### config.mk
export PLATFORM = sky130hd
export DESIGN_NAME = pll_lock_monitor_flat
export DESIGN_NICKNAME = d
export VERILOG_FILES = /design/src/rtl/pll_lock_monitor_pkg.sv /design/src/rtl/pll_lock_monitor_if.sv /design/src/rtl/pll_lock_monitor_sync_bit.sv /design/src/rtl/pll_lock_monitor.sv /design/src/flat_wrapper.sv
export SDC_FILE = /design/constraint.sdc
export NUM_CORES = 1
export LEC_CHECK = 0
export CELL_PAD_IN_SITES_DETAIL_PLACEMENT = 1
export CELL_PAD_IN_SITES_GLOBAL_PLACEMENT = 1
export CORE_ASPECT_RATIO = 0.5
export CORE_MARGIN = 5
export CORE_UTILIZATION = 40
export DETAILED_ROUTE_END_ITERATION = 12
export PLACE_DENSITY = 0.81
export SLEW_MARGIN = 20
export SYNTH_ARGS = -nofsm -noshare
export SYNTH_HDL_FRONTEND = slang
export SYNTH_SLANG_ARGS = --single-unit
export TNS_END_PERCENT = 10
### constraint.sdc
create_clock -name clock -period 2.01 [get_ports clock]
set_clock_uncertainty 0.1 [all_clocks]
set_input_delay 0.3015 -clock clock [delete_from_list [all_inputs] [get_ports clock]]
set_output_delay 0.3015 -clock clock [all_outputs]
set_load 0.005 [all_outputs]
### src/rtl/pll_lock_monitor_pkg.sv
// -----------------------------------------------------------------------------
// pll_mon_pkg
// Purpose : shared types and constants for the PLL lock monitor.
//           - state_t       : monitor FSM states (2-bit encoding)
//           - LOSS_CNT_W    : width of the loss counter output
//           - LOSS_CNT_MAX  : saturation value of the loss counter
//           - cnt_width()   : counter width for a 0..n-1 count, never below 1 bit
// Ports   : none (package)
// -----------------------------------------------------------------------------
package pll_mon_pkg;

   typedef enum logic [1:0] {
      WAIT_LOCK = 2'd0,
      SETTLE    = 2'd1,
      RUN       = 2'd2,
      HOLDOFF   = 2'd3
   } state_t;

   localparam int              LOSS_CNT_W   = 8;
   localparam logic [LOSS_CNT_W-1:0] LOSS_CNT_MAX = 8'hFF;

   // $clog2(1) is 0, which would give a zero-width vector.
   function automatic int cnt_width(input int n);
      return ($clog2(n) < 1) ? 1 : $clog2(n);
   endfunction

endpackage

### src/rtl/pll_lock_monitor_if.sv
// -----------------------------------------------------------------------------
// pll_lock_monitor_if
// Purpose : groups the PLL lock monitor's functional signals.
// Signals :
//   locked_async  PLL lock flag, asynchronous to the monitor clock
//   clear_sticky  one-cycle pulse clearing lock_lost
//   sys_reset_n   registered active-low reset to core logic
//   ready         high while the monitor is in RUN
//   lock_lost     sticky loss-of-lock flag
//   loss_count    saturating loss counter
// Modports:
//   master : drives lock flag / clear pulse, observes status (PLL side / bench)
//   slave  : the monitor itself
// -----------------------------------------------------------------------------
interface pll_lock_monitor_if;
   import pll_mon_pkg::*;

   logic                  locked_async;
   logic                  clear_sticky;
   logic                  sys_reset_n;
   logic                  ready;
   logic                  lock_lost;
   logic [LOSS_CNT_W-1:0] loss_count;

   modport master (
      output locked_async,
      output clear_sticky,
      input  sys_reset_n,
      input  ready,
      input  lock_lost,
      input  loss_count
   );

   modport slave (
      input  locked_async,
      input  clear_sticky,
      output sys_reset_n,
      output ready,
      output lock_lost,
      output loss_count
   );

endinterface

### src/rtl/pll_lock_monitor_sync_bit.sv
// -----------------------------------------------------------------------------
// sync_bit
// Purpose : plain flop-chain synchroniser for a single asynchronous bit.
//           q is d delayed through STAGES flops; all flops clear to 0 on reset.
// Ports   :
//   clock    in  1  destination clock
//   reset_n  in  1  synchronous active-low reset
//   d        in  1  asynchronous input
//   q        out 1  synchronised output
// -----------------------------------------------------------------------------
module sync_bit #(
   parameter int STAGES = 2
) (
   input  logic clock,
   input  logic reset_n,
   input  logic d,
   output logic q
);

   logic [STAGES-1:0] chain_reg;

   always_ff @(posedge clock) begin
      if (!reset_n) begin
         chain_reg <= '0;
      end else begin
         chain_reg <= {chain_reg[STAGES-2:0], d};
      end
   end

   assign q = chain_reg[STAGES-1];

endmodule

### src/rtl/pll_lock_monitor.sv
// -----------------------------------------------------------------------------
// pll_lock_monitor
// Purpose : runs on the PLL output clock. Synchronises the PLL lock flag, holds
//           the core in reset until lock has been stable for SETTLE_CYCLES,
//           filters lock drops shorter than GLITCH_CYCLES, and on a real loss
//           forces a HOLDOFF_CYCLES reset hold-off and sets a sticky flag.
// Optional: define PLL_LOSS_COUNT_EN to build the saturating loss counter;
//           without it loss_count is tied to 8'h00.
// Ports   :
//   clock    in  1  PLL output clock, sole clock domain
//   reset_n  in  1  synchronous active-low reset
//   bus      slave modport of pll_lock_monitor_if (locked_async, clear_sticky,
//            sys_reset_n, ready, lock_lost, loss_count)
// -----------------------------------------------------------------------------
module pll_lock_monitor
   import pll_mon_pkg::*;
#(
   parameter int SYNC_STAGES    = 2,
   parameter int SETTLE_CYCLES  = 1024,
   parameter int GLITCH_CYCLES  = 4,
   parameter int HOLDOFF_CYCLES = 16
) (
   input  logic               clock,
   input  logic               reset_n,
   pll_lock_monitor_if.slave  bus
);

   localparam int SETTLE_W = cnt_width(SETTLE_CYCLES);
   localparam int GLITCH_W = cnt_width(GLITCH_CYCLES);
   localparam int HOLD_W   = cnt_width(HOLDOFF_CYCLES);

   localparam logic [SETTLE_W-1:0] SETTLE_LAST = SETTLE_W'(SETTLE_CYCLES - 1);
   localparam logic [GLITCH_W-1:0] GLITCH_LAST = GLITCH_W'(GLITCH_CYCLES - 1);
   localparam logic [HOLD_W-1:0]   HOLD_LAST   = HOLD_W'(HOLDOFF_CYCLES - 1);

   logic                locked_sync;
   state_t              state_reg;
   logic [SETTLE_W-1:0] settle_cnt_reg;
   logic [GLITCH_W-1:0] glitch_cnt_reg;
   logic [HOLD_W-1:0]   hold_cnt_reg;
   logic                run_reg;
   logic                lock_lost_reg;
   logic                loss_event;

   sync_bit #(
      .STAGES (SYNC_STAGES)
   ) u_lock_sync (
      .clock   (clock),
      .reset_n (reset_n),
      .d       (bus.locked_async),
      .q       (locked_sync)
   );

   // The edge on which RUN is left for HOLDOFF; feeds the sticky flag and counter.
   assign loss_event = (state_reg == RUN) && !locked_sync && (glitch_cnt_reg == GLITCH_LAST);

   always_ff @(posedge clock) begin
      if (!reset_n) begin
         state_reg      <= WAIT_LOCK;
         settle_cnt_reg <= '0;
         glitch_cnt_reg <= '0;
         hold_cnt_reg   <= '0;
         run_reg        <= 1'b0;
         lock_lost_reg  <= 1'b0;
      end else begin
         case (state_reg)
            WAIT_LOCK: begin
               if (locked_sync) begin
                  state_reg      <= SETTLE;
                  settle_cnt_reg <= '0;
               end
            end
            SETTLE: begin
               // Any drop while settling restarts acquisition, no filtering.
               if (!locked_sync) begin
                  state_reg <= WAIT_LOCK;
               end else if (settle_cnt_reg == SETTLE_LAST) begin
                  state_reg      <= RUN;
                  run_reg        <= 1'b1;
                  glitch_cnt_reg <= '0;
               end else begin
                  settle_cnt_reg <= settle_cnt_reg + 1'b1;
               end
            end
            RUN: begin
               if (locked_sync) begin
                  glitch_cnt_reg <= '0;
               end else if (glitch_cnt_reg == GLITCH_LAST) begin
                  state_reg      <= HOLDOFF;
                  hold_cnt_reg   <= '0;
                  glitch_cnt_reg <= '0;
                  run_reg        <= 1'b0;
               end else begin
                  glitch_cnt_reg <= glitch_cnt_reg + 1'b1;
               end
            end
            HOLDOFF: begin
               // Lock state is ignored here; the core stays in reset for the full window.
               if (hold_cnt_reg == HOLD_LAST) begin
                  state_reg <= WAIT_LOCK;
               end else begin
                  hold_cnt_reg <= hold_cnt_reg + 1'b1;
               end
            end
            default: begin
               state_reg <= WAIT_LOCK;
               run_reg   <= 1'b0;
            end
         endcase

         // A loss on the same edge as a clear pulse keeps the flag set.
         if (loss_event) begin
            lock_lost_reg <= 1'b1;
         end else if (bus.clear_sticky) begin
            lock_lost_reg <= 1'b0;
         end
      end
   end

   assign bus.sys_reset_n = run_reg;
   assign bus.ready       = run_reg;
   assign bus.lock_lost   = lock_lost_reg;

`ifdef PLL_LOSS_COUNT_EN
   logic [LOSS_CNT_W-1:0] loss_count_reg;

   // Only reset_n clears the counter; clear_sticky has no effect on it.
   always_ff @(posedge clock) begin
      if (!reset_n) begin
         loss_count_reg <= '0;
      end else if (loss_event && (loss_count_reg != LOSS_CNT_MAX)) begin
         loss_count_reg <= loss_count_reg + 1'b1;
      end
   end

   assign bus.loss_count = loss_count_reg;
`else
   assign bus.loss_count = 8'h00;
`endif

endmodule
### src/flat_wrapper.sv
// flat-port wrapper written by rule: the top's interface ports become plain ports
module pll_lock_monitor_flat import pll_mon_pkg::*;
#(
   parameter int SYNC_STAGES    = 2,
   parameter int SETTLE_CYCLES  = 1024,
   parameter int GLITCH_CYCLES  = 4,
   parameter int HOLDOFF_CYCLES = 16
)
  (clock, reset_n, bus_locked_async, bus_clear_sticky, bus_sys_reset_n, bus_ready, bus_lock_lost, bus_loss_count);
  pll_lock_monitor_if bus_i ();
  input  logic clock;
  input  logic reset_n;
  input wire logic [$bits(bus_i.locked_async)-1:0] bus_locked_async;
  input wire logic [$bits(bus_i.clear_sticky)-1:0] bus_clear_sticky;
  output wire logic [$bits(bus_i.sys_reset_n)-1:0] bus_sys_reset_n;
  output wire logic [$bits(bus_i.ready)-1:0] bus_ready;
  output wire logic [$bits(bus_i.lock_lost)-1:0] bus_lock_lost;
  output wire logic [$bits(bus_i.loss_count)-1:0] bus_loss_count;
  assign bus_i.locked_async = bus_locked_async;
  assign bus_i.clear_sticky = bus_clear_sticky;
  assign bus_sys_reset_n = bus_i.sys_reset_n;
  assign bus_ready = bus_i.ready;
  assign bus_lock_lost = bus_i.lock_lost;
  assign bus_loss_count = bus_i.loss_count;
  pll_lock_monitor #(.SYNC_STAGES(SYNC_STAGES), .SETTLE_CYCLES(SETTLE_CYCLES), .GLITCH_CYCLES(GLITCH_CYCLES), .HOLDOFF_CYCLES(HOLDOFF_CYCLES)) u_core (.clock(clock), .reset_n(reset_n), .bus(bus_i));
endmodule
## Word-level counts from Yosys, hierarchy flattened

Index checks and enable logic that the tools add are counted.

- Add/subtract/negate cells: 3
- Equality and inequality tests: 15
- Muxes and demuxes: 27
- Reductions and logical operators: 13

Operator list:

| operator | number |
|---|---|
| 10-bit two-way mux | 3 |
| 2-bit two-way mux | 10 |
| 10-bit one-hot mux with 2 select lines | 1 |
| 4-bit two-way mux | 3 |
| 2-bit != test, second input constant | 6 |
| 10-bit by 1-bit adder with 10-bit output, second input constant | 1 |
| 10-bit equality test, second input constant | 1 |
| 5-bit AND reduction | 2 |
| 2-bit one-hot mux with 4 select lines | 1 |
| 4-bit one-hot mux with 2 select lines | 1 |
| 4-bit AND reduction | 2 |
| 2-bit nonzero test | 4 |
| 2-bit equality test, second input constant | 3 |
| 1-bit two-way mux | 6 |
| 4-bit by 1-bit adder with 4-bit output, second input constant | 1 |
| 4-bit equality test, second input constant | 1 |
| 2-bit by 1-bit != test with 1-bit output, second input constant | 2 |
| 2-bit one-hot mux with 2 select lines | 1 |
| 3-bit by 2-bit != test with 1-bit output, second input constant | 1 |
| 3-bit AND reduction | 1 |
| 2-bit by 1-bit adder with 2-bit output, second input constant | 1 |
| 2-bit by 1-bit equality test with 1-bit output, second input constant | 1 |
| 1-bit logical AND | 2 |
| 2-bit zero test | 1 |
| other kinds (2) | 2 |

- Bits in registers: 22
- Bits of input ports: 4
- Output and inout port bits: 11

## Logic depth before layout (Yosys ltp)

- Depth in word-level cells: 4
- Gate-level depth with buffers: 5
- Mapped depth without buffers: 5

## By module

Synthesis repeated with hierarchy kept, for this count alone.

- Cell total of the unflattened synthesis: 123
- Area, all modules: 1092.3 sq um

Modules (own cells, without submodules):

| module | times used | cells each | area an instance (sq um) | seq. area each (sq um) |
|---|---|---|---|---|
| pll_lock_monitor | 1 | 119 | 1039.7 | 400.4 |
| sync_bit | 1 | 4 | 52.6 | 40.0 |

## Worst setup path after synthesis

Ideal clock, no wire load.

- Path type: reg2reg
- Start: reg u_core.settle_cnt_reg[0]
- End: reg u_core.glitch_cnt_reg[1]
- Library setup time: 0.117 ns
- Arrival time: 1.575 ns
- Data required time: 1.793 ns
- Slack: 0.218 ns
- Stages on the path, launching flop included: 6
- Path buffers: 0
- Period minus slack after synthesis: 1.792 ns
- Path through: dfxtp_1 > ha_1 > nand4_1 > or4_1 > a31oi_1 > nor2b_1

- Cells in the longest elaborated chain, start to end: 3

Ends and longest elaborated chain:

| item | RTL line | RTL |
|---|---|---|
| start, declared | pll_lock_monitor.sv:38 | `logic [SETTLE_W-1:0] settle_cnt_reg;` |
| start signal, assigned | pll_lock_monitor.sv:82 | `settle_cnt_reg <= settle_cnt_reg + 1'b1;` |
| 10-bit equality test | pll_lock_monitor.sv:77 | `end else if (settle_cnt_reg == SETTLE_LAST) begin` |
| 2-bit by 1-bit != test with 1-bit output (no source line) | -- |  |
| 3-bit AND reduction (no source line) | -- |  |
| end signal, assigned | pll_lock_monitor.sv:94 | `glitch_cnt_reg <= glitch_cnt_reg + 1'b1;` |
| end, declared | pll_lock_monitor.sv:39 | `logic [GLITCH_W-1:0] glitch_cnt_reg;` |

No other way between the ends.
A chain may end at the register's enable or synchronous reset.

## Worst setup path in the final report

- Start: reg u_core.settle_cnt_reg[0]
- End: reg u_core.settle_cnt_reg[2]

- Cells in the longest elaborated chain, start to end: 4
- Elaborated cells on any way between the ends: 7
- Those cells by class: add/sub (1); eq/ne (2); mux (3); reduce/logical (1)

Ends and longest elaborated chain:

| item | RTL line | RTL |
|---|---|---|
| 10-bit by 1-bit adder with 10-bit output | pll_lock_monitor.sv:82 |  |
| 10-bit two-way mux | pll_lock_monitor.sv:77 |  |
| 10-bit two-way mux | pll_lock_monitor.sv:75 | `if (!locked_sync) begin` |
| 10-bit one-hot mux with 2 select lines | pll_lock_monitor.sv:66 | `case (state_reg)` |

Parallel ways exist; a longest one is shown, timed or not. The select of a mux whose other input is x is not followed.

==> key figures <==
Status
  • Status: finished, final reports clean

Finish
  • Nets@finish: 151
  • Fillers: 328
  • Syn-to-layout area delta: 15.69%
  • Number of flip-flops in the largest register: 10
  • Layout cell share with drive strength beyond 1: 9.790%
  • Post-Layout Cell Count: 180
  • Diodes inserted: 0
  • Reg area: 440.4 µm²
  • Design Area, Final: 1310 µm²
  • Area of the multi-input gates: roughly 630 µm²

Clock tree
  • Clock transition at path regs: 90 ps
  • Post_cts resized: 0
  • Setup Buffers After CTS: 0
  • Clock sink total: 22
  • H-tree depth: 1
  • Cts hold-fix bufs: 0
  • CTS tree: done
  • Max clock buf depth: 2
  • CTS root buffer: clkbuf_8
  • Num CTS Buffers: 3
  • Skew-Pair Late Insertion Delay: 270 ps

Power and ir drop
  • Pwr/cell area: 687.5 nW/µm²
  • Leakage: slightly above 0.5 nW
  • Peak supply drop: roughly 0.00032 V

Yosys
  • Synth top cells by count: dfxtp_1 (22), nand2_1 (10), buf_4 (9)
  • Most common cell in the netlist: dfxtp_1
  • EDFF count, synth: 0
  • Synth top area cells: dfxtp_1 (39%), buf_4 (6.0%), nand4_1 (3.9%)
  • Top-area cell type share of the netlist area: between 30% and 40%
  • Synthesized area: 1132 µm²
  • Async S/R FF share, synth: 0%
  • Synth area leader: dfxtp_1
  • Syn avg cell area: 8.644 µm²
  • Post-synthesis cell type count: 34
  • Seq/Total Area, Yosys: 38.90%
  • #FFs+latches synth: 22
  • Primary FF master, synth: dfxtp_1
  • Gate Count Post-Synth: 131
  • Syn. warnings: 0

Floorplan
  • Height of the chip: 47.62 µm
  • Die Wd: 85.25 µm
  • Row cnt: 13
  • Io pins: 15
  • Die ar.: 4059 µm²
  • Core Area: around 2700 µm²
  • Initial core utilization: 42.71%

Setup path
  • Max incr delay on CP: 420 ps
  • CP max-delay cell: dfxtp_1
  • Worst Path Buf+Inv: 1
  • Critical Path RT: 2070 ps
  • Cell-by-cell trace of the critical path: ha_1 > nand4_1 > buf_4 > o311ai_0 > xor2_1 > nor2_1
  • CP Capture Type: flip-flop
  • Delay-heaviest family, CP: flip-flops
  • CP Max Fanout: 6
  • Startpoint types: flip-flop
  • Worst Path Arrival: 1910 ps
  • Critical path class: reg -> reg

GRT
  • Initial antenna violation count: 0
  • Vias in the first global route: 937
  • Largest net degree at the start of global routing: 18
  • Total Routing Usage GR: 13.50%
  • First-pass GRT wire length: 4.264 mm
  • GRT overflow: 0

STA
  • Max Slew Vio Count: 0
  • Peak Freq: 540.9 MHz
  • Final Hold Viols: 0
  • Fin Hold WS: 341.7 ps
  • Final min period: 1849 ps
  • Unrepaired setup endpoints after global routing: false
  • Setup_tns: 0 ps
  • Fin crit share: 91.98%
  • Final setup violation count: 0

Routing
  • Total number of vias: 957
  • 1st-iter DRT viols: 54
  • TritonRoute pass-1 iters: 4
  • Drt via density: 5.317
  • Post-route DRC: 0
  • Antenna-violating nets left: 0
  • Drt wl/cell: approximately 14 µm
  • Routed wire length: approximately 2.5 mm

Placement
  • Final HPWL from detailed placement: 1.869 mm
  • Placed instance count: 176
  • Port Buf Inserts: 6
  • Post-DP Area: 1239 µm²
  • Gpl congestion: 0.7895

Worst hold path
  • Hold WC Path Type: reg -> reg

Flow run
  • # Max-Cap Violations: 0
==> placed cells by master (no fill, tap or decap), types with 3 or more instances in the layout <==
master / instances
a21oi_1: 3
nand3_1: 8
clkbuf_8: 3
ha_1: 3
o211ai_1: 4
or3_1: 4
clkdlybuf4s50_1: 6
and3_1: 5
nor2b_1: 4
nand4_1: 7
o21ai_0: 5
buf_4: 7
a21boi_0: 5
mux2i_1: 3
xor2_1: 3
conb_1: 8
nor2_1: 7
nor3_1: 4
or4_1: 3
dfxtp_1: 22
nand2_1: 10
==> worst paths after layout <==
kind | startpoint | end | cells past startpoint | slack [ps]
setup / recovery | u_core.settle_cnt_reg[0] | u_core.settle_cnt_reg[2] | 6 | 160
setup reg to reg | u_core.settle_cnt_reg[0] | u_core.settle_cnt_reg[2] | 6 | 160
hold / removal | u_core.u_lock_sync.chain_reg[0] | u_core.u_lock_sync.chain_reg[1] | 1 | 340
hold reg to reg | u_core.u_lock_sync.chain_reg[0] | u_core.u_lock_sync.chain_reg[1] | 1 | 340
==> cell families after synthesis <==
| family | Yosys count | share of synthesized area [%] |
|---|---|---|
| AO/OA/AOI/OAI | 24 | 14.25 |
| XOR/XNOR | 3 | 2.321 |
| adder cells (fa/ha/maj) | 3 | 3.315 |
| buffers and inverters | 14 | 7.624 |
| flip-flops | 22 | 38.89 |
| multiplexers | 3 | 2.652 |
| other | 1 | 0.3312 |
| AND/OR/NAND/NOR | 61 | 30.61 |
==> per-layer routing <==
metal,track usage [%],share of wire [%],wire (µm)
met5,0,0,0
met4,3.785,0.76,19
met3,4.296,3.5,88
met2,23.46,44,1093
met1,16.75,52,1288
==> metrics by stage <==
step,setup WS [ps],utilization (%),power (mW)
final,161.1,49.41,0.9007
after global routing,14.07,49.41,0.9305
after CTS,145.7,49.41,0.9035
after floorplan,218.3,-,0.4803
after detailed placement,98.09,46.72,0.4884
after global placement,216.5,46.72,0.4882
==> cell type report <==
| type | instances | area share [%] |
|---|---|---|
| multi-input cells | 102 | 48.23 |
| flip-flops and latches | 22 | 33.62 |
| repair buffers | 13 | 8.596 |
| well taps | 37 | 3.534 |
| clock buffers | 3 | 3.152 |
| clock inverters | 1 | 2.292 |
| inverters | 2 | 0.5731 |
==> power breakdown <==
part	total [mW]	leakage [nW]	internal [mW]	switching [mW]
registers	0.440	0.178	0.438	0.00197
clock network	0.422	0.0357	0.266	0.156
logic	0.0389	0.301	0.0170	0.0218
No activity file was read; power rests on OpenSTA's default activity.
